### src/rtl/sum_accumulator_if.sv
// sum_accumulator_if: sample input and byte output handshakes of the sum accumulator
interface sum_accumulator_if;
    logic       in_valid;
    logic       in_ready;
    logic [7:0] in_data;
    logic       flush;
    logic       out_valid;
    logic       out_ready;
    logic [7:0] out_data;
    logic       out_last;
    logic       overflow;
    logic       busy;

    modport master (
        output in_valid, in_data, flush, out_ready,
        input  in_ready, out_valid, out_data, out_last, overflow, busy
    );

    modport slave (
        input  in_valid, in_data, flush, out_ready,
        output in_ready, out_valid, out_data, out_last, overflow, busy
    );
endinterface

### src/rtl/sum_accumulator.sv
// sum_accumulator: sums N_SAMPLES bytes and emits the total as two bytes, low byte first
module sum_accumulator #(
    parameter int N_SAMPLES = 4,
    parameter int ACC_W     = 16
) (
    input logic              clk,
    input logic              rst_n,
    sum_accumulator_if.slave bus
);
    typedef enum logic [1:0] {ACCUM, EMIT_LO, EMIT_HI} state_t;

    state_t           state, state_next;
    logic [ACC_W-1:0] acc;
    logic [ACC_W:0]   sum;
    logic [15:0]      acc_wide;
    logic [7:0]       cnt;
    logic             in_ready, overflow, take, close, done;

    assign take     = bus.in_valid & in_ready;
    assign sum      = {1'b0, acc} + {{(ACC_W - 7){1'b0}}, bus.in_data};
    assign close    = (take && cnt == 8'(N_SAMPLES - 1)) || (bus.flush && (cnt != 8'd0 || take));
    assign done     = state == EMIT_HI && bus.out_ready;
    assign acc_wide = 16'(acc);

    assign bus.in_ready  = in_ready;
    assign bus.overflow  = overflow;
    assign bus.out_valid = state != ACCUM;
    assign bus.busy      = state != ACCUM;
    assign bus.out_last  = state == EMIT_HI;
    assign bus.out_data  = state == EMIT_LO ? acc_wide[7:0] : state == EMIT_HI ? acc_wide[15:8] : 8'd0;

    // state register
    always_ff @(posedge clk or negedge rst_n) begin
        if (!rst_n) state <= ACCUM;
        else        state <= state_next;
    end

    // frame closes on the last sample or a non-empty flush; each byte leaves on out_ready
    always_comb begin
        state_next = state;
        unique case (state)
            ACCUM:   state_next = close ? EMIT_LO : ACCUM;
            EMIT_LO: state_next = bus.out_ready ? EMIT_HI : EMIT_LO;
            EMIT_HI: state_next = bus.out_ready ? ACCUM : EMIT_HI;
            default: state_next = ACCUM;
        endcase
    end

    // accumulate accepted samples; clear the frame once its high byte is taken
    always_ff @(posedge clk or negedge rst_n) begin
        if (!rst_n) begin
            acc      <= '0;
            cnt      <= '0;
            overflow <= 1'b0;
            in_ready <= 1'b0;
        end else begin
            in_ready <= state_next == ACCUM;
            if (done) begin
                acc      <= '0;
                cnt      <= '0;
                overflow <= 1'b0;
            end else if (take) begin
                acc <= sum[ACC_W-1:0];
                cnt <= cnt + 8'd1;
                if (sum[ACC_W]) overflow <= 1'b1;
            end
        end
    end
endmodule

### src/flat_wrapper.sv
// flat-port wrapper written by rule: the top's interface ports become plain ports
module sum_accumulator_flat 
#(
    parameter int N_SAMPLES = 4,
    parameter int ACC_W     = 16
)
  (clk, rst_n, bus_in_valid, bus_in_data, bus_flush, bus_out_ready, bus_in_ready, bus_out_valid, bus_out_data, bus_out_last, bus_overflow, bus_busy);
  sum_accumulator_if bus_i ();
  input logic clk;
  input logic rst_n;
  input wire logic [$bits(bus_i.in_valid)-1:0] bus_in_valid;
  input wire logic [$bits(bus_i.in_data)-1:0] bus_in_data;
  input wire logic [$bits(bus_i.flush)-1:0] bus_flush;
  input wire logic [$bits(bus_i.out_ready)-1:0] bus_out_ready;
  output wire logic [$bits(bus_i.in_ready)-1:0] bus_in_ready;
  output wire logic [$bits(bus_i.out_valid)-1:0] bus_out_valid;
  output wire logic [$bits(bus_i.out_data)-1:0] bus_out_data;
  output wire logic [$bits(bus_i.out_last)-1:0] bus_out_last;
  output wire logic [$bits(bus_i.overflow)-1:0] bus_overflow;
  output wire logic [$bits(bus_i.busy)-1:0] bus_busy;
  assign bus_i.in_valid = bus_in_valid;
  assign bus_i.in_data = bus_in_data;
  assign bus_i.flush = bus_flush;
  assign bus_i.out_ready = bus_out_ready;
  assign bus_in_ready = bus_i.in_ready;
  assign bus_out_valid = bus_i.out_valid;
  assign bus_out_data = bus_i.out_data;
  assign bus_out_last = bus_i.out_last;
  assign bus_overflow = bus_i.overflow;
  assign bus_busy = bus_i.busy;
  sum_accumulator #(.N_SAMPLES(N_SAMPLES), .ACC_W(ACC_W)) u_core (.clk(clk), .rst_n(rst_n), .bus(bus_i));
endmodule
### config.mk
export PLATFORM = sky130hd
export DESIGN_NAME = sum_accumulator_flat
export DESIGN_NICKNAME = d
export VERILOG_FILES = /design/src/rtl/sum_accumulator_if.sv /design/src/rtl/sum_accumulator.sv /design/src/flat_wrapper.sv
export SDC_FILE = /design/constraint.sdc
export NUM_CORES = 1
export LEC_CHECK = 0
export CAP_MARGIN = 20
export CORE_MARGIN = 4
export CORE_UTILIZATION = 35
export CTS_CLUSTER_SIZE = 24
export DETAILED_ROUTE_END_ITERATION = 10
export GPL_TIMING_DRIVEN = 0
export PLACE_DENSITY = 0.66
export SYNTH_ARGS = -nofsm -noshare
export SYNTH_HDL_FRONTEND = slang
export SYNTH_SLANG_ARGS = --single-unit
export TNS_END_PERCENT = 5
### constraint.sdc
create_clock -name clk -period 4.45 [get_ports clk]
set_clock_uncertainty 0.2 [all_clocks]
set_input_delay 1.335 -clock clk [delete_from_list [all_inputs] [get_ports clk]]
set_output_delay 1.335 -clock clk [all_outputs]
set_load 0.01 [all_outputs]
==> Word level (Yosys, flattened, before mapping) <==
Cells that the tools add are included.
{ "word_totals": {"ff_bits": 28, "mem_bits_rw": 0, "memories": 0, "inputBits": 13, "rom_bits": 0, "out_inout_bits": 13, "latch_bits": 0, "elab_cells": 36} }
{ "op_classes": {"n_eq_ne": 3, "add_sub_neg": 2, "bitwise_logic": 1, "order_cmp": 0, "n_shift": 0, "muxes": 13, "n_reduce_logical": 12, "div_mod_pow": 0, "multipliers": 0} }
{ "ops": {"columns": ["op", "n"], "rows": [
  ["16-bit two-way mux", 2],
  ["8-bit two-way mux", 4],
  ["16-bit by 8-bit adder with 17-bit output", 1],
  ["8-bit by 1-bit adder with 8-bit output (second input constant)", 1],
  ["8-bit by 2-bit equality test with 1-bit output (second input constant)", 1],
  ["8-bit nonzero test", 1],
  ["2-bit one-hot mux with 3 select lines", 1],
  ["2-bit nonzero test", 3],
  ["2-bit logical NOT", 2],
  ["1-bit two-way mux", 4],
  ["2-bit two-way mux", 2],
  ["1-bit logical AND", 3],
  ["2-bit by 1-bit equality test with 1-bit output (second input constant)", 1],
  ["2-bit equality test (second input constant)", 1],
  ["1-bit logical OR", 2],
  ["2-bit AND reduction", 1],
  ["1-bit AND", 1]
]} }

==> Longest topological paths before layout <==
{ "logic_depth": {"word_depth": 7, "ltp_mapped": 7, "depth_no_buf": 7} }

==> Worst setup path after synthesis <==
Ideal clock, no wire load.
{ "synth_path": {"path_type": "input -> register", "startpoint": "input bus_in_data[6]", "endpoint": "register u_core.acc[9]", "setup_time_ns": 0.120, "arrival_time_ns": 2.635, "path_buffers": 0, "setup_slack_ns": 1.495, "cell_stages": 6, "cell_sequence": "ha_1 o21ai_2 a211o_1 a21oi_1 a21oi_1 a31o_2"} }
{ "synth_via": {"elab_chain_len": 3} }
{ "synth_rtl": {"columns": ["item", "line_no", "rtl"], "rows": [
  ["from (decl)", "flat_wrapper.sv:12", "input wire logic [$bits(bus_i.in_data)-1:0] bus_in_data;"],
  ["16-bit by 8-bit adder with 17-bit output", "sum_accumulator.sv:20", "assign sum = {1'b0, acc} + {{(ACC_W - 7){1'b0}}, bus.in_data};"],
  ["16-bit two-way mux", "sum_accumulator.sv:62", "end else if (take) begin"],
  ["16-bit two-way mux", "sum_accumulator.sv:58", "if (done) begin"],
  ["to (signal assigned)", "sum_accumulator.sv:63", "acc <= sum[ACC_W-1:0];"],
  ["to (decl)", "sum_accumulator.sv:13", "logic [ACC_W-1:0] acc;"]
]} }
No other way between the ends. The select of a mux whose other input is x is not followed.
A chain may end at the register's enable or synchronous reset.

==> Worst setup path in the final report <==
{ "layout_path": {"startpoint": "register u_core.state[0]", "endpoint": "output bus_out_data[1]"} }
{ "layout_via": {"elab_chain_len": 3, "elab_cells_between_ends": 4, "classes_between": "eq/ne: 2; mux: 2"} }
{ "layout_rtl": {"columns": ["item", "line_no", "rtl"], "rows": [
  ["from (decl)", "sum_accumulator.sv:12", "state_t state, state_next;"],
  ["from (signal assigned)", "sum_accumulator.sv:35", "else state <= state_next;"],
  ["2-bit equality test", "sum_accumulator.sv:30", "assign bus.out_data = state == EMIT_LO ? acc_wide[7:0] : state == EMIT_HI ? acc_wide[15:8] : 8'd0;"],
  ["8-bit two-way mux", "sum_accumulator.sv:30", null],
  ["8-bit two-way mux (*)", "sum_accumulator.sv:30", null],
  ["to (decl)", "flat_wrapper.sv:17", "output wire logic [$bits(bus_i.out_data)-1:0] bus_out_data;"]
]} }
Mark *: on every way between the ends. The rest lies on a longest branch, timed or not.

==> impl_metrics.toml <==
[outcome]
status = "completed"

[die]
die_x_um = 79.2
core_area_um2 = 4820
rows = 25
die_h_um = 79.2
dieArea_um2 = 6270
pin_count = 26
start_util_pct = 36.8

[route]
first_iter_violations = 77
drt-pass1-iter-count = 4
vias_per_cell = 5.24
drcViolationCount = 0
ant_nets = 0
vias = 1530
wl_um = 4260
post_drt_wl_per_cell_um = 14.6

[setup_path]
path_buf_inv = 2
critPathMaxFanout = 10
arrival_ns = 2.18
worstSetupEndpointType = "output port"
crit_start = "u_core.state[0]$_DFF_PN0_"
r2r_start = "u_core.acc[6]$_DFFE_PN0P_"
required_ns = 2.91
start_kind = "register"
path_class = "register to output port"
max_stage_delay_ns = 0.54
critPathTopFamily = "buffers and inverters"
crit_slowest_cell = "clkdlybuf4s50_1"
worstPathCellList = "nor2b_1 -> clkbuf_1 -> a22o_1 -> clkdlybuf4s50_1"

[clock_tree]
clk_path_buf_depth = 2
cts_sinks = 28
clkLatencyLatePin_ns = 0.28
clk_pin_slew_worst_paths_ns = 0.11
cts-resized-gates = 0
hold_buffers = 0
cts_tree = "yes"
postCtsSetupBuffers = 0
clock-root-buffer = "clkbuf_8"
htreeDepth = 1
cts-buffers-inserted = 3

[final_layout]
drive_above_1_share_pct = 5.78
diodes = 0
post-route-util_pct = 45.8
final_nets = 250
fill_cells = 493
area_growth_pct = 24.4

[synth]
synth_seq_cells = 28
ys_seq_area_share_pct = 39.5
ys_top_cells_by_area = "dfrtp_1 (39%), ha_1 (7.1%), nand2_1 (5.1%), a21oi_1 (4.5%), xor2_1 (4.4%)"
syn-num-nets = 219
synthTopCellsByCount = "dfrtp_1 (28), nand2_1 (24), nor2_1 (19)"
synthMostInstantiatedCell = "dfrtp_1"
synthesis.area_um2 = 1770
synth_top_cell_by_area = "dfrtp_1"
synth.distinct_cells = 41
synth_top_area_share_pct = 39.5
postSynthAreaPerCell_um2 = 9.10
synth_edf_count = 0
synthArstFlopShare_pct = 100
yosysWarnings = 0
synth_ff_type = "dfrtp_1"
postSynthCellCount = 195

[placement]
dp_hpwl_um = 3250
portBuffers = 25
gp_congestion = 0.852
pre_cts_slack_ns = 0.825

[global_routing]
antenna_found_initial = 0
grt_pass1_wl_um = 7270
grt_overflow = 0
track_usage_pct = 14.6
grt_pass1_vias = 1490
grt_max_degree = 17

[timing]
maxSlewViolCount = 0
max_clock_freq_ghz = 0.269
relSlewSlack_pct = 51.0
tightest_slew_ns = 0.733
fin_ws_ns = 0.733
hold_viol = 0
timing.final.crit_share_pct = 83.5
setup_viol = 0
fin_tns_setup_ns = 0
rsz0062_at_grt = "false"
period_needed_ns = 3.72

[power_and_ir_drop]
p_leak_nw = 0.938
cellPowerDensity_nw_per_um2 = 592
total_power_mw = 1.31
peakVddDrop_uv = 327

[worst_hold_path]
hold_start = "u_core.bus.overflow$_DFFE_PN0P_"
hold_path_class = "register to register"

[run]
maxCapViolCount = 0
placed cells by master, fill, tap and decap left out, types with 3 or more instances in the layout:
cell type,n
a211oi_1,5
a21oi_1,16
a22o_1,8
a31o_2,3
and3_1,3
clkbuf_1,9
clkbuf_8,3
clkdlybuf4s50_1,25
dfrtp_1,28
ha_1,10
inv_1,5
nand2_1,24
nand3_1,5
nand4_1,6
nor2_1,19
o21ai_0,6
xnor2_1,6
xor2_1,9
cell type report:
type                       instances  area [um2]  area share [%]
tap                               67        83.8            3.80
clock buffer                       3        41.3            1.87
inverter                           5        18.8           0.850
clock inverter                     1        30.0            1.36
buffer                            10        41.3            1.87
timing repair buffer              26         278            12.6
multi-input combinational        152        1010            45.9
sequential                        28         701            31.7
logic make-up (layout without fill, tap and decap cells):
group	Yosys count	after routing	synth area share [%]
AND/OR/NAND/NOR	70	70	18.5
AO/OA/AOI/OAI	55	55	22.4
flip-flops	28	28	39.5
XOR/XNOR	15	15	7.41
buffers and inverters	15	45	3.39
adder cells (fa/ha/maj)	11	11	8.18
multiplexers	1	1	0.635
metal layers:
| layer | track usage, % | wire (um) | vias up |
|---|---|---|---|
| met4 | 4.12 | 57 | 0 |
| met2 | 22.6 | 1870 | 28 |
| met5 | 0 | 0 | - |
| li1 | - | - | 766 |
| met1 | 21.3 | 2220 | 732 |
| met3 | 2.04 | 117 | 4 |
stage by stage:
step	cells	cell area, um2	hold slack, ns
after floorplan	195	1770	0.266
after global placement	287	2110	0.277
after detailed placement	288	2140	0.278
after CTS	292	2210	0.303
after global routing	292	2210	0.353
final	292	2210	0.295
sequential cells by signal (all words and copies together), names as in the netlist:
signal               count
u_core.acc              16
u_core.bus.in_ready      1
u_core.bus.overflow      1
u_core.state             2
u_core.cnt               8
where the power goes:
part           leakage [nW]  switching [mW]  internal, mW
sequential            0.367          0.0789         0.331
clock                0.0357          0.0862         0.121
combinational         0.535           0.366         0.324
total                 0.938           0.531         0.775
worst paths after layout:
| check | end | slack [ns] | cells after the start |
|---|---|---|---|
| worst max-delay path | bus_out_data[1] | 0.73 | 4 |
| worst min-delay path | u_core.bus.overflow$_DFFE_PN0P_ | 0.29 | 1 |
| max in group asynchronous | u_core.cnt[0]$_DFFE_PN0P_ | 2.25 | 2 |
| worst min register to register | u_core.bus.overflow$_DFFE_PN0P_ | 0.29 | 1 |
| worst max register to register | u_core.acc[9]$_DFFE_PN0P_ | 2.14 | 6 |
| min in group asynchronous | u_core.acc[13]$_DFFE_PN0P_ | 1.27 | 1 |
(Power assumes the default switching activity.)
